**config.mk**
```make
export PLATFORM = sky130hd
export DESIGN_NAME = mac_vec_engine
export DESIGN_NICKNAME = d
export VERILOG_FILES = /design/src/rtl/mac_vec_pkg.sv /design/src/rtl/mac_vec_pe.sv /design/src/rtl/mac_vec_engine.sv
export SDC_FILE = /design/constraint.sdc
export NUM_CORES = 2
export LEC_CHECK = 0
export CAP_MARGIN = 10
export CORE_UTILIZATION = 60
export CTS_BUF_LIST = sky130_fd_sc_hd__clkbuf_4
export CTS_CLUSTER_SIZE = 10
export DETAILED_ROUTE_END_ITERATION = 12
export PLACE_DENSITY_LB_ADDON = 0.1
export SLEW_MARGIN = 20
export SYNTH_ARGS = -nofsm -noshare
export SYNTH_HDL_FRONTEND = slang
export SYNTH_HIERARCHICAL = 1
export SYNTH_SLANG_ARGS = --single-unit
```
**constraint.sdc**
```tcl
create_clock -name bus_clk -period 24.2 [get_ports bus_clk]
set_input_delay 7.26 -clock bus_clk [delete_from_list [all_inputs] [get_ports bus_clk]]
set_output_delay 7.26 -clock bus_clk [all_outputs]
set_load 0.02 [all_outputs]
```
**src/rtl/mac_vec_pkg.sv**
```systemverilog
// Shared types and constants for the vector MAC engine: FSM encoding, mode
// selectors and the 32-bit saturation limits applied to each result.
package mac_vec_pkg;

    typedef enum logic [1:0] {
        ST_IDLE  = 2'd0,
        ST_ACCUM = 2'd1,
        ST_DRAIN = 2'd2,
        ST_WRITE = 2'd3
    } state_t;

    localparam logic MODE_DOT = 1'b0;
    localparam logic MODE_L2  = 1'b1;

    localparam logic [31:0] SAT_MAX = 32'h7FFF_FFFF;
    localparam logic [31:0] SAT_MIN = 32'h8000_0000;

endpackage

```
**src/rtl/mac_vec_pe.sv**
```systemverilog
// Per-element datapath: operand register, then either a*b or (a-b)^2 into the
// product register. first/last tags ride alongside the valid bit.
module mac_vec_pe #(
    parameter int DATA_W = 16,
    parameter int PROD_W = 2 * DATA_W + 2
) (
    input  logic                     clk,
    input  logic                     rst,
    input  logic signed [DATA_W-1:0] a,
    input  logic signed [DATA_W-1:0] b,
    input  logic                     mode,
    input  logic                     valid,
    input  logic                     first_in,
    input  logic                     last_in,
    output logic signed [PROD_W-1:0] prod,
    output logic                     prod_valid,
    output logic                     first,
    output logic                     last
);
    import mac_vec_pkg::*;

    localparam int DIFF_W = DATA_W + 1;

    logic signed [DATA_W-1:0] r_a;
    logic signed [DATA_W-1:0] r_b;
    logic [1:0]               r_vld_pipe;
    logic [1:0]               r_first_pipe;
    logic [1:0]               r_last_pipe;
    logic signed [PROD_W-1:0] r_prod;

    logic signed [DIFF_W-1:0] w_diff;
    logic signed [PROD_W-1:0] w_de;
    logic signed [PROD_W-1:0] w_ae;
    logic signed [PROD_W-1:0] w_be;
    logic signed [PROD_W-1:0] w_prod;

    // Operands widened before the multiply so the product is computed at full width
    assign w_diff = DIFF_W'(r_a) - DIFF_W'(r_b);
    assign w_de   = PROD_W'(w_diff);
    assign w_ae   = PROD_W'(r_a);
    assign w_be   = PROD_W'(r_b);
    assign w_prod = (mode == MODE_L2) ? (w_de * w_de) : (w_ae * w_be);

    always_ff @(posedge clk or posedge rst) begin
        if (rst) begin
            r_a          <= '0;
            r_b          <= '0;
            r_vld_pipe   <= '0;
            r_first_pipe <= '0;
            r_last_pipe  <= '0;
            r_prod       <= '0;
        end else begin
            r_vld_pipe   <= {r_vld_pipe[0], valid};
            r_first_pipe <= {r_first_pipe[0], first_in};
            r_last_pipe  <= {r_last_pipe[0], last_in};
            if (valid) begin
                r_a <= a;
                r_b <= b;
            end
            if (r_vld_pipe[0]) begin
                r_prod <= w_prod;
            end
        end
    end

    assign prod       = r_prod;
    assign prod_valid = r_vld_pipe[1];
    assign first      = r_first_pipe[1];
    assign last       = r_last_pipe[1];

endmodule

```
**src/rtl/mac_vec_engine.sv**
```systemverilog
// FIFO-to-FIFO vector reducer: pops paired elements, accumulates dot product or
// squared L2 distance over VEC_LEN elements, writes a saturated 32-bit result.
module mac_vec_engine #(
    parameter int DATA_W  = 16,
    parameter int VEC_LEN = 128,
    parameter int ACC_W   = 48,
    parameter int CNT_W   = 16
) (
    input  logic             bus_clk,
    input  logic             rst,
    input  logic             mode,
    input  logic             fifo_host_to_fpga_empty_1st,
    output logic             fifo_host_to_fpga_rden_1st,
    input  logic [31:0]      fifo_host_to_fpga_dout_1st,
    input  logic             fifo_host_to_fpga_empty_2nd,
    output logic             fifo_host_to_fpga_rden_2nd,
    input  logic [31:0]      fifo_host_to_fpga_dout_2nd,
    input  logic             fifo_fpga_to_host_full,
    output logic             fifo_fpga_to_host_wren,
    output logic [31:0]      fifo_fpga_to_host_din,
    output logic             sat_o,
    output logic             busy,
    output logic [CNT_W-1:0] vec_done_cnt
);
    import mac_vec_pkg::*;

    localparam int PROD_W = 2 * DATA_W + 2;
    localparam int IW     = $clog2(VEC_LEN + 1);

    state_t                   r_state;
    state_t                   w_state_nxt;
    logic [IW-1:0]            r_issued;
    logic                     r_mode;
    logic                     r_rd_vld;
    logic                     r_rd_first;
    logic                     r_rd_last;
    logic signed [ACC_W-1:0]  r_acc;
    logic [CNT_W-1:0]         r_cnt;

    logic                     w_avail;
    logic                     w_last_rd;
    logic                     w_rd;
    logic                     w_wr;
    logic signed [PROD_W-1:0] w_prod;
    logic                     w_pvld;
    logic                     w_pfirst;
    logic                     w_plast;
    logic signed [ACC_W-1:0]  w_pext;
    logic [ACC_W-32:0]        w_hi;
    logic                     w_ovf_pos;
    logic                     w_ovf_neg;
    logic                     w_unused_hi;

    assign w_avail     = !fifo_host_to_fpga_empty_1st && !fifo_host_to_fpga_empty_2nd;
    assign w_last_rd   = (r_issued == IW'(VEC_LEN - 1));
    assign w_unused_hi = ^{fifo_host_to_fpga_dout_1st[31:DATA_W], fifo_host_to_fpga_dout_2nd[31:DATA_W]};

    always_comb begin
        w_state_nxt = r_state;
        w_rd        = 1'b0;
        w_wr        = 1'b0;
        case (r_state)
            ST_IDLE: begin
                if (w_avail) begin
                    w_rd        = 1'b1;
                    w_state_nxt = (VEC_LEN == 1) ? ST_DRAIN : ST_ACCUM;
                end
            end
            ST_ACCUM: begin
                if (w_avail && (r_issued < IW'(VEC_LEN))) begin
                    w_rd = 1'b1;
                    if (w_last_rd) begin
                        w_state_nxt = ST_DRAIN;
                    end
                end
            end
            ST_DRAIN: begin
                if (w_pvld && w_plast) begin
                    w_state_nxt = ST_WRITE;
                end
            end
            ST_WRITE: begin
                w_wr = !fifo_fpga_to_host_full;
                if (!fifo_fpga_to_host_full) begin
                    w_state_nxt = ST_IDLE;
                end
            end
            default: w_state_nxt = ST_IDLE;
        endcase
    end

    always_ff @(posedge bus_clk or posedge rst) begin
        if (rst) begin
            r_state    <= ST_IDLE;
            r_issued   <= '0;
            r_mode     <= MODE_DOT;
            r_rd_vld   <= 1'b0;
            r_rd_first <= 1'b0;
            r_rd_last  <= 1'b0;
            r_acc      <= '0;
            r_cnt      <= '0;
        end else begin
            r_state    <= w_state_nxt;
            r_rd_vld   <= w_rd;
            r_rd_first <= w_rd && (r_state == ST_IDLE);
            // In IDLE the counter is stale from the previous vector; the first read is last only for VEC_LEN==1
            r_rd_last  <= w_rd && ((r_state == ST_IDLE) ? (VEC_LEN == 1) : w_last_rd);
            if (w_rd) begin
                if (r_state == ST_IDLE) begin
                    r_issued <= IW'(1);
                    r_mode   <= mode;
                end else begin
                    r_issued <= r_issued + IW'(1);
                end
            end
            if (w_pvld) begin
                r_acc <= w_pfirst ? w_pext : (r_acc + w_pext);
            end
            if (w_wr) begin
                r_cnt <= r_cnt + CNT_W'(1);
            end
        end
    end

    mac_vec_pe #(
        .DATA_W (DATA_W),
        .PROD_W (PROD_W)
    ) u_pe (
        .clk        (bus_clk),
        .rst        (rst),
        .a          (fifo_host_to_fpga_dout_1st[DATA_W-1:0]),
        .b          (fifo_host_to_fpga_dout_2nd[DATA_W-1:0]),
        .mode       (r_mode),
        .valid      (r_rd_vld),
        .first_in   (r_rd_first),
        .last_in    (r_rd_last),
        .prod       (w_prod),
        .prod_valid (w_pvld),
        .first      (w_pfirst),
        .last       (w_plast)
    );

    assign w_pext = ACC_W'(w_prod);

    // Bits 31 and up must all equal the sign for the value to fit in 32 bits
    assign w_hi      = r_acc[ACC_W-1:31];
    assign w_ovf_pos = !r_acc[ACC_W-1] && (|w_hi);
    assign w_ovf_neg = r_acc[ACC_W-1] && !(&w_hi);

    assign fifo_host_to_fpga_rden_1st = w_rd && !rst;
    assign fifo_host_to_fpga_rden_2nd = w_rd && !rst;
    assign fifo_fpga_to_host_wren     = w_wr;
    assign fifo_fpga_to_host_din      = w_ovf_pos ? SAT_MAX : (w_ovf_neg ? SAT_MIN : r_acc[31:0]);
    assign sat_o                      = (r_state == ST_WRITE) && (w_ovf_pos || w_ovf_neg);
    assign busy                       = (r_state != ST_IDLE);
    assign vec_done_cnt               = r_cnt;

endmodule

```
==> results.json <==
{
  "dr.pass1.iters": 5,
  "grt_first_pass_wirelength_um": 128000,
  "ys_async_sr_fraction": 1.00,
  "synth.most_common_cell": "inv_1",
  "place.detailed.hpwl_um": 62600,
  "synth_edf_count": 0,
  "muxShareOfSynthArea": 0.0113,
  "relSlewSlack": 0.196,
  "wl_per_cell_um": 19.8,
  "synth_seq_cells": 150,
  "num_rows": 80,
  "clkSlewWorstSetupHoldPaths_ns": 0.13,
  "synth_area_mm2": 0.0294,
  "hold_path_startpoint": "u_pe/r_first_pipe[0]",
  "min_period_over_period": 0.696,
  "setup_viol": 0,
  "drc": 0,
  "routed_wirelength_um": 78200,
  "worst_pin_slew_ns": 1.20,
  "cts_buffers": 17,
  "htree_levels": 4,
  "ant_nets": 0,
  "hold_class": "reg2reg",
  "rsz0062_at_grt": "false",
  "endpoint_kind": "primary output",
  "required_ns": 16.94,
  "rr_endpoint": "u_pe/prod[32]",
  "synthSimpleGateAreaFrac": 0.134,
  "status": "complete, no violations",
  "drv_slew": 0,
  "cp.arrival_ns": 9.58,
  "fin_skew_ns": 0.0577,
  "grt_pass1_vias": 24600,
  "r2r_slack_ns": 14.06,
  "die_w_um": 224,
  "place.gp.congestion": 0.956,
  "clock_tree.root_cell": "clkbuf_4",
  "cts_tree": "yes",
  "core_mm2": 0.0480,
  "fin_crit_ns": 16.84,
  "r2r-start": "u_pe/r_a[1]",
  "die_y_um": 224,
  "grt-ovfl-total": 0,
  "syn_inst": 3297,
  "cts_hold_buf": 0,
  "hold-path-cell-count": 0,
  "r2r.worst_path.cells": 30,
  "drt_iter0_markers": 1747,
  "synth_xor_area_frac": 0.0410,
  "synth_compound_area_frac": 0.116,
  "insertion_delay_ns": 0.76,
  "dieArea_mm2": 0.0500,
  "timing.fmax_ghz": 0.0594,
  "drive_above_1_share": 0.0352,
  "cts_sinks": 150,
  "crit_type": "in2out",
  "synth_top_family_by_area": "adder cells",
  "hold_violations": 0,
  "syn2layout_area_growth_pct": 6.05,
  "cap_viol_max_count": 0,
  "synth_area_leaders": "fa_1 (36%), dfrtp_1 (13%), ha_1 (11%), inv_1 (8.3%), nand2_1 (4.7%)",
  "synth_top_area_share": 0.362,
  "num_vias": 23000,
  "cts_buffer_depth": 2,
  "antenna_found_initial": 1,
  "yosys.area.top_type": "fa_1",
  "viasPerCell": 5.84,
  "start_util": 0.613,
  "postSynthAreaPerCell_um2": 8.93,
  "yosysUniqueCellTypes": 83,
  "grt_max_degree": 73,
  "synthAdderAreaFrac": 0.469,
  "cp_max_fo": 7,
  "grt_use_total": 0.335,
  "synth_nets": 4152,
  "io_pins": 123,
  "ys_seq_area_frac": 0.127,
  "io_buffers": 90,
  "ys.warnings.count": 6,
  "synth_common_cells": "inv_1 (649), fa_1 (533), nand2_1 (365)",
  "cts_resized": 0,
  "synth_top_flop_cell": "dfrtp_1",
  "postCtsSetupBuffers": 0,
  "min_to": "u_pe/r_first_pipe[1]",
  "fin_nets": 4167,
  "tns_ns": 0,
  "cp-start-kind": "primary input"
}
==> registers in the layout (all words and copies together), names as in the netlist, 2 cells and up <==
signal	cells
u_pe/prod	34
u_pe/r_a	16
u_pe/r_vld_pipe	2
r_state	2
u_pe/r_last_pipe	2
r_acc	48
u_pe/r_b	16
vec_done_cnt	16
u_pe/r_first_pipe	2
r_issued	8
==> per-layer routing <==
metal / global-route usage / routed length [um]
met5: 0 / 0
met1: 0.429 / 32300
met2: 0.556 / 37300
met4: 0.165 / 3710
met3: 0.0502 / 4880
==> placed cells by master (no fill, tap or decap), types with 90 or more instances in the layout <==
master / instances
a21oi_1: 157
clkdlybuf4s50_1: 90
dfrtp_1: 147
fa_1: 533
ha_1: 252
inv_1: 647
nand2_1: 365
nor2_1: 264
o21ai_0: 100
xnor2_1: 90
==> critical path, stage by stage <==
cell and delay (ns):
clkdlybuf4s50_1 0.45, nor4b_1 0.89, nor2_1 0.18, nor2_1 0.17
clkdlybuf4s50_1 0.62
==> cell families (layout without fill, tap and decap cells) <==
| group | Yosys count | after routing |
|---|---|---|
| buffers and inverters | 781 | 809 |
| adder cells (fa/ha/maj) | 785 | 785 |
| other | 0 | 1 |
| XOR/XNOR | 137 | 137 |
| multiplexers | 31 | 31 |
| AND/OR/NAND/NOR | 884 | 884 |
| AO/OA/AOI/OAI | 529 | 529 |
| flip-flops | 150 | 150 |
==> how the worst max path moves through the flow <==
stage                                     start                         end  slack (ns)  cells past startpoint
floorplan           fifo_host_to_fpga_empty_2nd  fifo_host_to_fpga_rden_2nd        8.29                      4
global placement    fifo_host_to_fpga_empty_2nd  fifo_host_to_fpga_rden_2nd        7.37                      5
detailed placement  fifo_host_to_fpga_empty_2nd  fifo_host_to_fpga_rden_1st        7.35                      5
CTS                 fifo_host_to_fpga_empty_2nd  fifo_host_to_fpga_rden_1st        7.32                      5
global route        fifo_host_to_fpga_empty_2nd  fifo_host_to_fpga_rden_2nd        7.13                      5
finish              fifo_host_to_fpga_empty_2nd  fifo_host_to_fpga_rden_1st        7.36                      5
==> through the flow <==
| stage | instance area (um2) | util | worst slack, ns | hold WS (ns) | std cells |
|---|---|---|---|---|---|
| detailed placement | 30900 | 0.643 | 7.35 | 0.335 | 3908 |
| global placement | 30900 | 0.643 | 7.37 | 0.334 | 3908 |
| finish | 31200 | 0.650 | 7.36 | 0.365 | 3941 |
| global route | 31200 | 0.650 | 7.13 | 0.370 | 3941 |
| floorplan | 29400 | - | 8.29 | 0.331 | 3297 |
| CTS | 31200 | 0.650 | 7.32 | 0.366 | 3940 |
==> area by class of cell <==
cell class,instances,area [um2]
antenna,1,2.50
clock buffer,17,128
clock inverter,15,203
fill,4074,16800
inverter,656,2460
multi-input combinational,2366,22800
sequential,150,3760
tap,615,769
timing repair buffer,121,1140
Power is left out: the tool's default activity adds up to more than one toggle a clock period on the data nets, which glitch-free logic cannot reach.
